--- config.mk ---
export PLATFORM = sky130hd
export DESIGN_NAME = vga_plot_sequencer_flat
export DESIGN_NICKNAME = d
export VERILOG_FILES = /design/src/rtl/vga_plot_sequencer_if.sv /design/src/rtl/vga_plot_sequencer.sv /design/src/flat_wrapper.sv
export SDC_FILE = /design/constraint.sdc
export NUM_CORES = 1
export LEC_CHECK = 0
export CORE_UTILIZATION = 55
export CTS_BUF_LIST = sky130_fd_sc_hd__clkbuf_8
export DETAILED_ROUTE_END_ITERATION = 8
export HOLD_SLACK_MARGIN = 0.03
export PLACE_DENSITY = 0.87
export SLEW_MARGIN = 10
export SYNTH_ARGS = -nofsm -noshare
export SYNTH_HDL_FRONTEND = slang
export SYNTH_SLANG_ARGS = --single-unit
--- constraint.sdc ---
create_clock -name clk -period 3.96 [get_ports clk]
set_clock_uncertainty 0.05 [all_clocks]
set_input_delay 0.396 -clock clk [delete_from_list [all_inputs] [get_ports clk]]
set_output_delay 0.396 -clock clk [all_outputs]
set_load 0.03 [all_outputs]
--- src/rtl/vga_plot_sequencer_if.sv ---
// Request channels, clear control and adapter-side pixel port of vga_plot_sequencer.
interface vga_plot_sequencer_if;
  logic       clear_req;
  logic       food_valid;
  logic       food_ready;
  logic [7:0] food_x;
  logic [6:0] food_y;
  logic [2:0] food_colour;
  logic       snake_valid;
  logic       snake_ready;
  logic [7:0] snake_x;
  logic [6:0] snake_y;
  logic [2:0] snake_colour;
  logic [7:0] vga_x;
  logic [6:0] vga_y;
  logic [2:0] vga_colour;
  logic       vga_plot;
  logic       busy;
  logic [3:0] fifo_level;

  modport master (
    output clear_req,
    output food_valid, food_x, food_y, food_colour,
    output snake_valid, snake_x, snake_y, snake_colour,
    input  food_ready, snake_ready,
    input  vga_x, vga_y, vga_colour, vga_plot, busy, fifo_level
  );

  modport slave (
    input  clear_req,
    input  food_valid, food_x, food_y, food_colour,
    input  snake_valid, snake_x, snake_y, snake_colour,
    output food_ready, snake_ready,
    output vga_x, vga_y, vga_colour, vga_plot, busy, fifo_level
  );
endinterface

--- src/rtl/vga_plot_sequencer.sv ---
// Arbitrates food/snake pixel requests into a FIFO and streams them to the VGA adapter,
// with a full-screen clear sweep after reset and on clear_req.
module vga_plot_sequencer #(
  parameter int unsigned FIFO_DEPTH   = 8,
  parameter int unsigned SCREEN_W     = 160,
  parameter int unsigned SCREEN_H     = 120,
  parameter logic [2:0]  CLEAR_COLOUR = 3'b000
) (
  input logic                 clk,
  input logic                 reset_n,
  vga_plot_sequencer_if.slave bus
);
  localparam int unsigned PW       = $clog2(FIFO_DEPTH);
  localparam logic [7:0]  X_LAST   = 8'(SCREEN_W - 1);
  localparam logic [6:0]  Y_LAST   = 7'(SCREEN_H - 1);
  localparam logic [3:0]  LVL_FULL = 4'(FIFO_DEPTH);

  typedef enum logic {ST_CLEAR, ST_RUN} state_t;
  typedef struct packed {
    logic [7:0] x;
    logic [6:0] y;
    logic [2:0] colour;
  } pixel_t;

  pixel_t fifo_mem [FIFO_DEPTH];

  state_t        state_q, state_d;
  logic [7:0]    cx_q, cx_d;
  logic [6:0]    cy_q, cy_d;
  logic [PW-1:0] wr_ptr_q, wr_ptr_d, rd_ptr_q, rd_ptr_d;
  logic [3:0]    level_q, level_d;
  logic [7:0]    vga_x_q, vga_x_d;
  logic [6:0]    vga_y_q, vga_y_d;
  logic [2:0]    vga_colour_q, vga_colour_d;
  logic          vga_plot_q, vga_plot_d;

  logic   full, run, food_ready, snake_ready, push_food, push, pop;
  pixel_t push_px, head;

  always_comb begin
    full        = (level_q == LVL_FULL);
    run         = (state_q == ST_RUN);
    food_ready  = run && !full && !bus.clear_req;
    snake_ready = food_ready && !bus.food_valid;
    push_food   = bus.food_valid && food_ready;
    push        = push_food || (bus.snake_valid && snake_ready);
    push_px     = push_food ? {bus.food_x, bus.food_y, bus.food_colour}
                            : {bus.snake_x, bus.snake_y, bus.snake_colour};
    // Full is judged on registered occupancy, so a same-edge pop never frees a slot early.
    pop         = run && !bus.clear_req && (level_q != '0);
    head        = fifo_mem[rd_ptr_q];

    state_d      = state_q;
    cx_d         = cx_q;
    cy_d         = cy_q;
    wr_ptr_d     = wr_ptr_q;
    rd_ptr_d     = rd_ptr_q;
    level_d      = level_q;
    vga_x_d      = vga_x_q;
    vga_y_d      = vga_y_q;
    vga_colour_d = vga_colour_q;
    vga_plot_d   = 1'b0;

    if (bus.clear_req) begin
      state_d  = ST_CLEAR;
      cx_d     = '0;
      cy_d     = '0;
      wr_ptr_d = '0;
      rd_ptr_d = '0;
      level_d  = '0;
    end else if (state_q == ST_CLEAR) begin
      vga_plot_d   = 1'b1;
      vga_x_d      = cx_q;
      vga_y_d      = cy_q;
      vga_colour_d = CLEAR_COLOUR;
      if (cx_q == X_LAST) begin
        cx_d = '0;
        if (cy_q == Y_LAST) begin
          cy_d    = '0;
          state_d = ST_RUN;
        end else begin
          cy_d = cy_q + 7'd1;
        end
      end else begin
        cx_d = cx_q + 8'd1;
      end
    end else begin
      if (pop) begin
        // Off-screen entries still drain and load the bus, but never strobe the adapter.
        vga_x_d      = head.x;
        vga_y_d      = head.y;
        vga_colour_d = head.colour;
        vga_plot_d   = (head.x <= X_LAST) && (head.y <= Y_LAST);
        rd_ptr_d     = rd_ptr_q + PW'(1);
      end
      if (push) wr_ptr_d = wr_ptr_q + PW'(1);
      level_d = level_q + 4'(push) - 4'(pop);
    end
  end

  always_ff @(posedge clk or negedge reset_n) begin
    if (!reset_n) begin
      state_q      <= ST_CLEAR;
      cx_q         <= '0;
      cy_q         <= '0;
      wr_ptr_q     <= '0;
      rd_ptr_q     <= '0;
      level_q      <= '0;
      vga_x_q      <= '0;
      vga_y_q      <= '0;
      vga_colour_q <= '0;
      vga_plot_q   <= 1'b0;
    end else begin
      state_q      <= state_d;
      cx_q         <= cx_d;
      cy_q         <= cy_d;
      wr_ptr_q     <= wr_ptr_d;
      rd_ptr_q     <= rd_ptr_d;
      level_q      <= level_d;
      vga_x_q      <= vga_x_d;
      vga_y_q      <= vga_y_d;
      vga_colour_q <= vga_colour_d;
      vga_plot_q   <= vga_plot_d;
    end
  end

  always_ff @(posedge clk) begin
    if (push) fifo_mem[wr_ptr_q] <= push_px;
  end

  assign bus.food_ready  = food_ready;
  assign bus.snake_ready = snake_ready;
  assign bus.vga_x       = vga_x_q;
  assign bus.vga_y       = vga_y_q;
  assign bus.vga_colour  = vga_colour_q;
  assign bus.vga_plot    = vga_plot_q;
  assign bus.busy        = (state_q == ST_CLEAR);
  assign bus.fifo_level  = level_q;
endmodule

--- src/flat_wrapper.sv ---
// flat-port wrapper written by rule: the top's interface ports become plain ports
module vga_plot_sequencer_flat 
#(
  parameter int unsigned FIFO_DEPTH   = 8,
  parameter int unsigned SCREEN_W     = 160,
  parameter int unsigned SCREEN_H     = 120,
  parameter logic [2:0]  CLEAR_COLOUR = 3'b000
)
  (clk, reset_n, bus_clear_req, bus_food_valid, bus_food_x, bus_food_y, bus_food_colour, bus_snake_valid, bus_snake_x, bus_snake_y, bus_snake_colour, bus_food_ready, bus_snake_ready, bus_vga_x, bus_vga_y, bus_vga_colour, bus_vga_plot, bus_busy, bus_fifo_level);
  vga_plot_sequencer_if bus_i ();
  input logic clk;
  input logic reset_n;
  input wire logic [$bits(bus_i.clear_req)-1:0] bus_clear_req;
  input wire logic [$bits(bus_i.food_valid)-1:0] bus_food_valid;
  input wire logic [$bits(bus_i.food_x)-1:0] bus_food_x;
  input wire logic [$bits(bus_i.food_y)-1:0] bus_food_y;
  input wire logic [$bits(bus_i.food_colour)-1:0] bus_food_colour;
  input wire logic [$bits(bus_i.snake_valid)-1:0] bus_snake_valid;
  input wire logic [$bits(bus_i.snake_x)-1:0] bus_snake_x;
  input wire logic [$bits(bus_i.snake_y)-1:0] bus_snake_y;
  input wire logic [$bits(bus_i.snake_colour)-1:0] bus_snake_colour;
  output wire logic [$bits(bus_i.food_ready)-1:0] bus_food_ready;
  output wire logic [$bits(bus_i.snake_ready)-1:0] bus_snake_ready;
  output wire logic [$bits(bus_i.vga_x)-1:0] bus_vga_x;
  output wire logic [$bits(bus_i.vga_y)-1:0] bus_vga_y;
  output wire logic [$bits(bus_i.vga_colour)-1:0] bus_vga_colour;
  output wire logic [$bits(bus_i.vga_plot)-1:0] bus_vga_plot;
  output wire logic [$bits(bus_i.busy)-1:0] bus_busy;
  output wire logic [$bits(bus_i.fifo_level)-1:0] bus_fifo_level;
  assign bus_i.clear_req = bus_clear_req;
  assign bus_i.food_valid = bus_food_valid;
  assign bus_i.food_x = bus_food_x;
  assign bus_i.food_y = bus_food_y;
  assign bus_i.food_colour = bus_food_colour;
  assign bus_i.snake_valid = bus_snake_valid;
  assign bus_i.snake_x = bus_snake_x;
  assign bus_i.snake_y = bus_snake_y;
  assign bus_i.snake_colour = bus_snake_colour;
  assign bus_food_ready = bus_i.food_ready;
  assign bus_snake_ready = bus_i.snake_ready;
  assign bus_vga_x = bus_i.vga_x;
  assign bus_vga_y = bus_i.vga_y;
  assign bus_vga_colour = bus_i.vga_colour;
  assign bus_vga_plot = bus_i.vga_plot;
  assign bus_busy = bus_i.busy;
  assign bus_fifo_level = bus_i.fifo_level;
  vga_plot_sequencer #(.FIFO_DEPTH(FIFO_DEPTH), .SCREEN_W(SCREEN_W), .SCREEN_H(SCREEN_H), .CLEAR_COLOUR(CLEAR_COLOUR)) u_core (.clk(clk), .reset_n(reset_n), .bus(bus_i));
endmodule
==> impl_metrics.toml <==
[run_status]
status = "complete, no violations"

[clock_network]
cts.path.max_buffers = 2
clockRootBuffer = "clkbuf_8"
post_cts_buffers = 0
clock_latency_ns = 0.47
cts_buffers = 17
cts_tree = "done"
cts.htree.levels = 4
numClockSinks = 189
postCtsHoldBufs = 0
cts.repair.resized = 0
clk_pin_slew_worst_paths_ns = 0.09

[critical_path]
critPathMaxStageDelay_ns = 0.68
critical-path-top-delay-family = "buffers and inverters"
critPathArrivalTime_ns = 2.40
ff2ff_setup_slack_ns = 1.26
critical_path_class = "reg2out"
path_max_fanout = 25
cp_num_buf_inv = 2
worstPathRequired_ns = 3.51
worst_setup_path_start_kind = "register"
slowest_stage = "clkdlybuf4s50_1"
endpoint_kind = "output pin"
worstPathCellList = "buf_4 > nand2b_1 > a21oi_1 > nor2b_1 > clkdlybuf4s50_1"

[global_routing]
grt_max_degree = 46
grtUsageTotal = 0.234
grt_pass1_wl_um = 25000
grt_pass1_vias = 4646
grt.overflow.total = 0
antenna_found_initial = 0

[floorplan]
die_h_um = 122
coreArea_um2 = 14000
die-area_um2 = 14900
row_count = 43
die_w_um = 122
num_io_pins = 67
start_util = 0.567

[route]
routedWlPerCell_um = 20.7
drtIter0Drc = 431
antenna_left = 0
first_pass_iters = 5
wl_um = 15700
num_vias = 4471
routed_via_density = 5.90
drc = 0

[layout]
final_common_cell = "edfxtp_1"
layout_common_cells = "edfxtp_1, clkdlybuf4s50_1, dfrtp_1"
syn2layout_area_growth_pct = 16.5
final_nets = 617
drive_gt1_frac = 0.196
fin_util = 0.661
stdcell_count = 758
n_antenna_cell = 0

[power_and_ir_drop]
p_clk_frac = 0.363
p_leak_nw = 3.13
intPower_mw = 2.82
combPwrFrac = 0.033
irDropWorstVdd_mv = 0.290
p_per_area_nw_per_um2 = 384
seq_power_share = 0.604
p_sw_mw = 0.730
switching_share = 0.206
p_total_mw = 3.55

[logic_synthesis]
synth_compound_area_frac = 0.0415
synth.area.top_cells = "edfxtp_1, dfrtp_1, mux4_2, mux2_2, mux2i_1"
synth_cells = 487
ys_seq_elements = 189
synthAdderAreaFrac = 0.0183
synth.distinct_cells = 41
yosys.area_share.simple = 0.0680
synth_top_area_share = 0.545
yosysWarningCount = 0
synth_mux_area_frac = 0.159
netlist_area_um2 = 7940
synth_top_family_by_area = "multiplexers"
yosys.area_share.xor_xnor = 0.0110
seq_area_frac_synth = 0.687
yosysTopAreaCell = "edfxtp_1"
syn-num-nets = 539
syn-mean-instance-area_um2 = 16.3

[sta]
setup_viol = 0
rsz0062_at_grt = "no"
finalCriticalPeriod_ns = 2.85
slew_violations = 0
fmax_mhz = 351
fin_crit_sh = 0.720
worstMarginPinSlew_ns = 1.07
tns_ns = 0
hold_viol_final = 0
holdWs_ns = 0.0466
maxSlewHeadroom = 0.283

[placement]
dp_hpwl_um = 10000
gp_congestion = 0.803
dp_cells = 726
port_buffers = 66

[flow_run]
cap_viol_max_count = 0

[worst_hold_path]
hold_path_class = "in2async"
worst reg2reg max path, cell delays in order, from the launching register on:
cell and delay [ns]:
dfrtp_1 0.33, buf_4 0.28, nand2b_1 0.19, a21oi_1 0.28, nand2_1 0.69, mux2_2 0.62
Yosys cell counts, drive strengths merged:
| library cell | instances |
|---|---|
| buf | 14 |
| or2b | 1 |
| nor3b | 3 |
| inv | 7 |
| nor2 | 43 |
| nand2b | 9 |
| nor2b | 2 |
| a22oi | 1 |
| xor2 | 6 |
| and3 | 1 |
| o21ai | 29 |
| mux4 | 36 |
| fa | 1 |
| nor4 | 2 |
| and4bb | 1 |
| nand4 | 2 |
| or3 | 3 |
| xnor2 | 4 |
| dfrtp | 45 |
| nand2 | 30 |
| o31ai | 2 |
| edfxtp | 144 |
| nand3 | 6 |
| ha | 10 |
| a21o | 3 |
| a21oi | 21 |
| mux2i | 20 |
| clkbuf | 8 |
| nor3 | 7 |
| a211oi | 4 |
| mux2 | 22 |
cells by family (layout without fill, tap and decap cells):
| group | count (synthesis) | count (layout) |
|---|---|---|
| AO/OA/AOI/OAI | 60 | 60 |
| XOR/XNOR | 10 | 10 |
| multiplexers | 78 | 78 |
| adder cells (fa/ha/maj) | 11 | 11 |
| AND/OR/NAND/NOR | 110 | 110 |
| flip-flops | 189 | 189 |
| buffers and inverters | 29 | 120 |
flip-flops by register name, indices dropped and copies added, names as in the netlist:
register               cells
u_core.cy_q                7
u_core.bus.vga_y           7
u_core.rd_ptr_q            3
u_core.wr_ptr_q            3
u_core.bus.vga_colour      3
u_core.cx_q                8
u_core.fifo_mem          144
u_core.run                 1
u_core.bus.vga_x           8
u_core.bus.vga_plot        1
u_core.bus.fifo_level      4
worst paths after layout:
check / from / to / depth (start not counted)
worst max-delay path: u_core.run / bus_snake_ready / 5
min in group clk: u_core.bus.vga_x[6] / u_core.bus.vga_x[6] / 2
max in group asynchronous: reset_n / u_core.rd_ptr_q[0] / 1
worst min register to register: u_core.bus.vga_x[6] / u_core.bus.vga_x[6] / 2
worst min-delay path: reset_n / u_core.bus.fifo_level[1] / 1
worst max register to register: u_core.run / u_core.fifo_mem[6][12] / 5
power by group through the flow:
stage	clock network (mW)	logic, mW	registers, mW
final	1.29	0.117	2.14
after global placement	0	0.111	2.19
after global routing	1.39	0.128	2.15
after CTS	1.31	0.117	2.15
after floorplan	0	0.0381	2.20
after detailed placement	0	0.116	2.19
metal layers:
layer | GRT usage | up-vias | share of wire
li1 | - | 2015 | -
met1 | 0.305 | 2258 | 0.42
met4 | 0.0976 | 0 | 0.018
met3 | 0.0515 | 25 | 0.062
met5 | 0 | - | 0
met2 | 0.383 | 173 | 0.50
through the flow:
step                setup slack [ns]  cell area [um^2]
finish                          1.11              9250
global route                   0.962              9250
CTS                             1.10              9250
detailed placement              1.01              8840
global placement                1.17              8840
floorplan                      0.662              7940
layout make-up:
cell class,count,area [um^2]
Timing Repair Buffer,81,768
Clock buffer,17,234
Inverter,7,26.3
Multi-Input combinational cell,269,2370
Sequential cell,189,5450
Clock inverter,15,173
Fill cell,972,4740
Tap cell,180,225
(Power assumes the default switching activity.)
